[src/rtl/rip_regfile_mp.sv]
// rip_regfile_mp: multi-port register file with write bypass, busy scoreboard and read-hold
module rip_regfile_mp #(
    parameter int XLEN = 32,
    parameter int NREGS = 32,
    parameter int NUM_RD = 2,
    parameter int NUM_WR = 1,
    parameter int SP_IDX = 2,
    parameter logic [XLEN-1:0] SP_INIT = 32'h0000_8000,
    localparam int AW = $clog2(NREGS)
) (
    input  logic                   clk,
    input  logic                   rst_n,
    input  logic [NUM_WR-1:0]      wen,
    input  logic [NUM_WR*AW-1:0]   wr_num,
    input  logic [NUM_WR*XLEN-1:0] wdata,
    input  logic                   mark_en,
    input  logic [AW-1:0]          mark_num,
    input  logic                   rd_hold,
    input  logic [NUM_RD*AW-1:0]   rd_num,
    output logic [NUM_RD*XLEN-1:0] rdata,
    output logic [NUM_RD-1:0]      rbusy
);
    logic [XLEN-1:0] regs [NREGS];
    logic [XLEN-1:0] regs_nx [NREGS];
    logic [NREGS-1:0] busy, busy_nx;
    logic [AW-1:0] lat [NUM_RD];
    logic [AW-1:0] eff [NUM_RD];
    logic [NUM_RD*XLEN-1:0] rdata_nx;
    logic [NUM_RD-1:0] rbusy_nx;

    function automatic logic ok(input logic [AW-1:0] i);
        return i != '0 && 32'(i) < NREGS;
    endfunction

    always_comb begin
        regs_nx = regs;
        busy_nx = busy;
        rdata_nx = '0;
        rbusy_nx = '0;
        for (int p = 0; p < NUM_WR; p++) begin
            if (wen[p] && ok(wr_num[p*AW +: AW])) begin
                regs_nx[wr_num[p*AW +: AW]] = wdata[p*XLEN +: XLEN];
                busy_nx[wr_num[p*AW +: AW]] = 1'b0;
            end
        end
        if (mark_en && ok(mark_num)) busy_nx[mark_num] = 1'b1;
        for (int r = 0; r < NUM_RD; r++) begin
            eff[r] = rd_hold ? lat[r] : rd_num[r*AW +: AW];
            rdata_nx[r*XLEN +: XLEN] = ok(eff[r]) ? regs_nx[eff[r]] : '0;
            rbusy_nx[r] = ok(eff[r]) ? busy_nx[eff[r]] : 1'b0;
        end
    end

    always_ff @(posedge clk) begin
        if (!rst_n) begin
            for (int i = 0; i < NREGS; i++) regs[i] <= (i == SP_IDX) ? SP_INIT : '0;
            for (int r = 0; r < NUM_RD; r++) lat[r] <= '0;
            busy <= '0;
            rdata <= '0;
            rbusy <= '0;
        end else begin
            regs <= regs_nx;
            lat <= eff;
            busy <= busy_nx;
            rdata <= rdata_nx;
            rbusy <= rbusy_nx;
        end
    end
endmodule

[config.mk]
export PLATFORM = sky130hd
export DESIGN_NAME = rip_regfile_mp
export DESIGN_NICKNAME = d
export VERILOG_FILES = /design/src/rtl/rip_regfile_mp.sv
export SDC_FILE = /design/constraint.sdc
export NUM_CORES = 2
export LEC_CHECK = 0
export ABC_AREA = 1
export BUFFER_PORTS_ARGS = -buffer_cell sky130_fd_sc_hd__buf_2
export CORE_UTILIZATION = 30
export CTS_BUF_LIST = sky130_fd_sc_hd__clkbuf_4 sky130_fd_sc_hd__clkbuf_8
export DETAILED_ROUTE_END_ITERATION = 7
export PLACE_DENSITY = 0.51
export REMOVE_ABC_BUFFERS = 1
export SETUP_SLACK_MARGIN = 0.1
export SYNTH_ARGS = -nofsm -noshare
export SYNTH_HDL_FRONTEND = slang
export SYNTH_SLANG_ARGS = --single-unit
[constraint.sdc]
create_clock -name clk -period 2.8 [get_ports clk]
set_input_delay 0.42 -clock clk [delete_from_list [all_inputs] [get_ports clk]]
set_output_delay 0.42 -clock clk [all_outputs]
set_load 0.02 [all_outputs]
==> out/results.txt <==
The run finished, with violations left. The final reports fail on design-rule violations. Entering global routing, the biggest net connects 170 pins.

The tools report the gate count of the mapped netlist as 10.98k. Traced cell by cell, the critical path runs through dlygate4sd3_1, buf_2, inv_1, nor2_1, dlygate4sd3_1, nor2_1, nand2_4, buf_12, buf_4, nor2_1, nor2_1, nand2_1, nand3_1, nand3_1, nand2_1, nor2_1. The synthesized design contains 1132 register bits. For the cell area after synthesis, the log shows 64220 sq um. Most prevalent standard cell on the critical path: sky130_fd_sc_hd__nor2_1. Summing over every cut layer, the via total after detailed routing is 76.21k. The library cell used as clock root buffer was sky130_fd_sc_hd__clkbuf_8. The post-synthesis area per instance is 5.848 sq um, and the clock edge transition at the registers on the reported setup and hold paths is 0.06 ns.

Total number of clock tree sinks: 1132. The die covers 215900 sq um. The count of unresolved DRC violations after routing was 8; the number of maximum-capacitance violations was 0. In the final routed layout, each cell accounts on average for 23.96 um. The accumulated negative setup slack was 0 ns. In this design, the largest share of critical-path delay is due to buffers and inverters.

The share of final-layout standard cells stronger than drive strength 1 is 0.1044, and the slew at the pin with the worst max-slew slack is 0.9164 ns. The final layout net count is 11.14k. The critical path contains buffers and inverters numbering 6 combined. The classification of the worst setup path is in2reg. The run gives 72010 sq um as the cell area after placement. After routing the design area is 77220 sq um.

The congestion estimate from routability-driven global placement came to 0.9243. Global router's overall resource usage: 0.3017. The share of the clock period used by the worst path is 0.8812. In this run the core area contains 169 standard-cell rows. Detailed placement ended at an HPWL of 205.6 mm. The final global-route overflow total is 0. Number of input and output port buffers inserted: 122. Sequential element share of the synthesized area: 0.3529. From synthesis to final layout, the design area changed by 20.24%.

In this design, the stage delay of the slowest critical-path cell is 0.55 ns. The min-delay analysis places its worst path in the category in2reg. Fill cells in the final layout number 23.25k. Derived from the worst setup path, the maximum achievable clock frequency is 405.3 MHz. The critical path data arrival time was 3.35 ns; the post-cts sizing count was 0. Met3 layer usage reported by global route: 0.06721. The total core area was 212300 sq um.

Number of global-route vias before repair: 70.46k. Final critical-path required period: 2.467 ns. For this design the static power due to leakage is 35.35 nW. Synthesis instantiated 33 different standard cells from the library. The number of H-tree levels came out at 4. TritonCTS built the clock tree. STA puts the critical path data required time at 3.68 ns. The standard cell with the maximum stage delay on the critical path is sky130_fd_sc_hd__dlygate4sd3_1. Counting the buffers created by CTS gives 210. The first-pass GRT wire length came out at 484.7 mm. Setup repair after global routing left no endpoint under its margin. In this run the power density over the cells is 551.7 nW/um^2. The number of search-and-repair iterations in the first detailed-routing pass was 8. For the number of hold violations in the final report, the log shows 0. Capturing element type of the critical path: a register. Across the VDD grid, the largest voltage drop is 547.6 uV. For this block, the initial DRC count from the detailed router was 9481. Met2 track demand over resource: 0.4621. The initial core utilization is 0.3025. The horizontal die dimension was 464.7 um. For this run, the number of Yosys warnings is 0. The number of top-level pins was 123; the peak fanout along the critical path was 16. Clock skew on the completed layout was measured at 0.07831 ns. After detailed routing, the number of vias per cell comes to 5.414. For the remaining max-slew budget at the tightest pin, the log shows 0.3890.

STA classifies the critical path startpoint as an input port. The routed design has 337.3 mm of wire. The clock passes through at most 3 buffers.

The max-slew violation count is 0, and the initial antenna violation count is 14. The tools report the met1 global-route usage as 0.3894. At the later pin of the worst-skew pair, clock insertion delay measures 1.04 ns. The global routing stage identified its most utilized layer as met2. The die height came out at 464.7 um.

The detail route stage leaves a number of antenna-violating nets equal to 0. The setup violation total in the final timing report came out at 0.
[worst register-to-register path: stages (launching register included)]
cell,delay [ns]
sky130_fd_sc_hd__dfxtp_1,0.32
sky130_fd_sc_hd__nand2_1,0.12
sky130_fd_sc_hd__inv_1,0.09
sky130_fd_sc_hd__nor2_4,0.25
sky130_fd_sc_hd__nor2_4,0.11
sky130_fd_sc_hd__inv_6,0.37
sky130_fd_sc_hd__buf_12,0.27
sky130_fd_sc_hd__o21ai_0,0.11
sky130_fd_sc_hd__nor2_1,0.11
sky130_fd_sc_hd__nand2_1,0.07
sky130_fd_sc_hd__nand2_1,0.08
sky130_fd_sc_hd__nor2_1,0.05
sky130_fd_sc_hd__nor2_1,0.31
sky130_fd_sc_hd__nor2_1,0.09
[path summary, 6_finish.rpt]
check,slack [ns],startpoint,cells past startpoint,endpoint
worst max-delay path,0.33,rd_num[6],16,rdata[56]$_SDFF_PN0_
worst min register to register,0.43,regs[1009]$_SDFF_PN0_,2,regs[1009]$_SDFF_PN0_
worst max register to register,0.36,lat[0]$_SDFF_PN0_,13,rdata[32]$_SDFF_PN0_
worst min-delay path,0.13,wr_num[2],6,regs[760]$_SDFF_PN0_
[layer usage]
metal | vias up | share of wire | wire length (um)
met1 | 35500 | 0.40 | 135100
met3 | 1070 | 0.11 | 37670
li1 | 34960 | - | -
met5 | - | 0.000080 | 27
met2 | 4673 | 0.43 | 143500
met4 | 4 | 0.062 | 20950
[state kept, by name (all words and copies together), names as in the netlist]
| register | cells |
|---|---|
| regs | 1024 |
| rdata | 64 |
| busy | 32 |
| lat | 10 |
| rbusy | 2 |
[cells by family (layout without fill, tap and decap cells)]
kind of cell | count (synthesis) | count (layout) | synth area share
simple gates | 7186 | 7186 | 0.4626
buf+inv | 1618 | 1886 | 0.09876
flops | 1132 | 1132 | 0.3529
compound gates | 1045 | 1045 | 0.08577
other cells | 0 | 6 | 0
[synth_stat cells]
library cell,n,area (sq um)
sky130_fd_sc_hd__dfxtp_1,1132,22660
sky130_fd_sc_hd__buf_1,77,289.0
sky130_fd_sc_hd__nand2_2,2,12.51
sky130_fd_sc_hd__o21ai_2,1,8.760
sky130_fd_sc_hd__buf_2,202,1011
sky130_fd_sc_hd__nand3_2,2,20.02
sky130_fd_sc_hd__nand3_1,1842,9219
sky130_fd_sc_hd__nor2_1,1690,6344
sky130_fd_sc_hd__inv_1,765,2872
sky130_fd_sc_hd__buf_4,4,30.03
sky130_fd_sc_hd__clkbuf_2,1,5.000
sky130_fd_sc_hd__a31oi_1,5,31.28
sky130_fd_sc_hd__nor2_2,8,50.05
sky130_fd_sc_hd__and2_1,81,506.7
sky130_fd_sc_hd__or2_0,8,50.05
sky130_fd_sc_hd__and3_1,1,6.260
sky130_fd_sc_hd__nor2b_1,2,12.51
sky130_fd_sc_hd__o21ai_1,69,345.3
sky130_fd_sc_hd__nand2_1,3488,13090
sky130_fd_sc_hd__clkbuf_1,538,2019
sky130_fd_sc_hd__o211ai_1,75,563.0
sky130_fd_sc_hd__nand4_1,7,43.79
sky130_fd_sc_hd__clkinv_1,24,90.09
sky130_fd_sc_hd__or2_2,50,312.8
sky130_fd_sc_hd__o21a_1,8,60.06
sky130_fd_sc_hd__nor3_1,3,15.01
sky130_fd_sc_hd__nor2_4,2,22.52
sky130_fd_sc_hd__a22oi_1,1,7.510
sky130_fd_sc_hd__inv_2,7,26.28
sky130_fd_sc_hd__o21ai_0,613,3068
sky130_fd_sc_hd__a21oi_1,250,1251
sky130_fd_sc_hd__o21bai_1,22,165.2
sky130_fd_sc_hd__a21boi_1,1,7.510
[cell type report]
cell class                      count  area, sq um  share of cell area
Inverter                          796         3015             0.03905
Timing Repair Buffer              713         7687             0.09955
Antenna cell                        6        15.01           0.0001944
Multi-Input combinational cell   8231        35670              0.4619
Tap cell                         2821         3530             0.04571
Clock inverter                     24        325.3            0.004213
Clock buffer                      353         4314             0.05587
Sequential cell                  1132        22660              0.2935
[power by group]
group	internal [mW]	switching [mW]	leakage [nW]	total (mW)
clock network	10.1	8.10	2.47	18.2
registers	16.4	0.143	9.15	16.5
logic	2.17	5.73	23.7	7.90
total	28.6	14.0	35.3	42.6
[placed cells by master (no fill, tap or decap), types with 63 or more instances in the layout]
cell	instances
sky130_fd_sc_hd__a21oi_1	250
sky130_fd_sc_hd__o211ai_1	75
sky130_fd_sc_hd__and2_1	81
sky130_fd_sc_hd__buf_2	122
sky130_fd_sc_hd__buf_12	200
sky130_fd_sc_hd__clkbuf_8	266
sky130_fd_sc_hd__buf_4	336
sky130_fd_sc_hd__dfxtp_1	1132
sky130_fd_sc_hd__nand3_1	1840
sky130_fd_sc_hd__nor2_1	1666
sky130_fd_sc_hd__nand2_1	3465
sky130_fd_sc_hd__o21ai_1	63
sky130_fd_sc_hd__clkbuf_4	87
sky130_fd_sc_hd__o21ai_0	610
sky130_fd_sc_hd__inv_1	759
[repair_timing]
item	4_1_cts	5_1_grt
setup buffers	0	0
endpoints found under the setup margin	0	0
endpoints found under the hold margin	304	0
hold buffers	55	0
[metrics by stage]
stage	power, mW	utilization	hold slack (ns)	setup slack (ns)	std cells
6_report	42.60	0.3637	0.1288	0.3326	14080
5_1_grt	43.91	0.3637	0.1702	0.1951	14070
4_1_cts	42.57	0.3637	0.06713	0.4026	14070
3_5_place_dp	24.46	0.3392	0.4192	-0.02742	13640
3_3_place_gp	24.46	0.3392	0.4151	-0.05433	13640
2_1_floorplan	21.00	-	0.4071	-23.06	10160
Power figures use the tool's default switching activity.
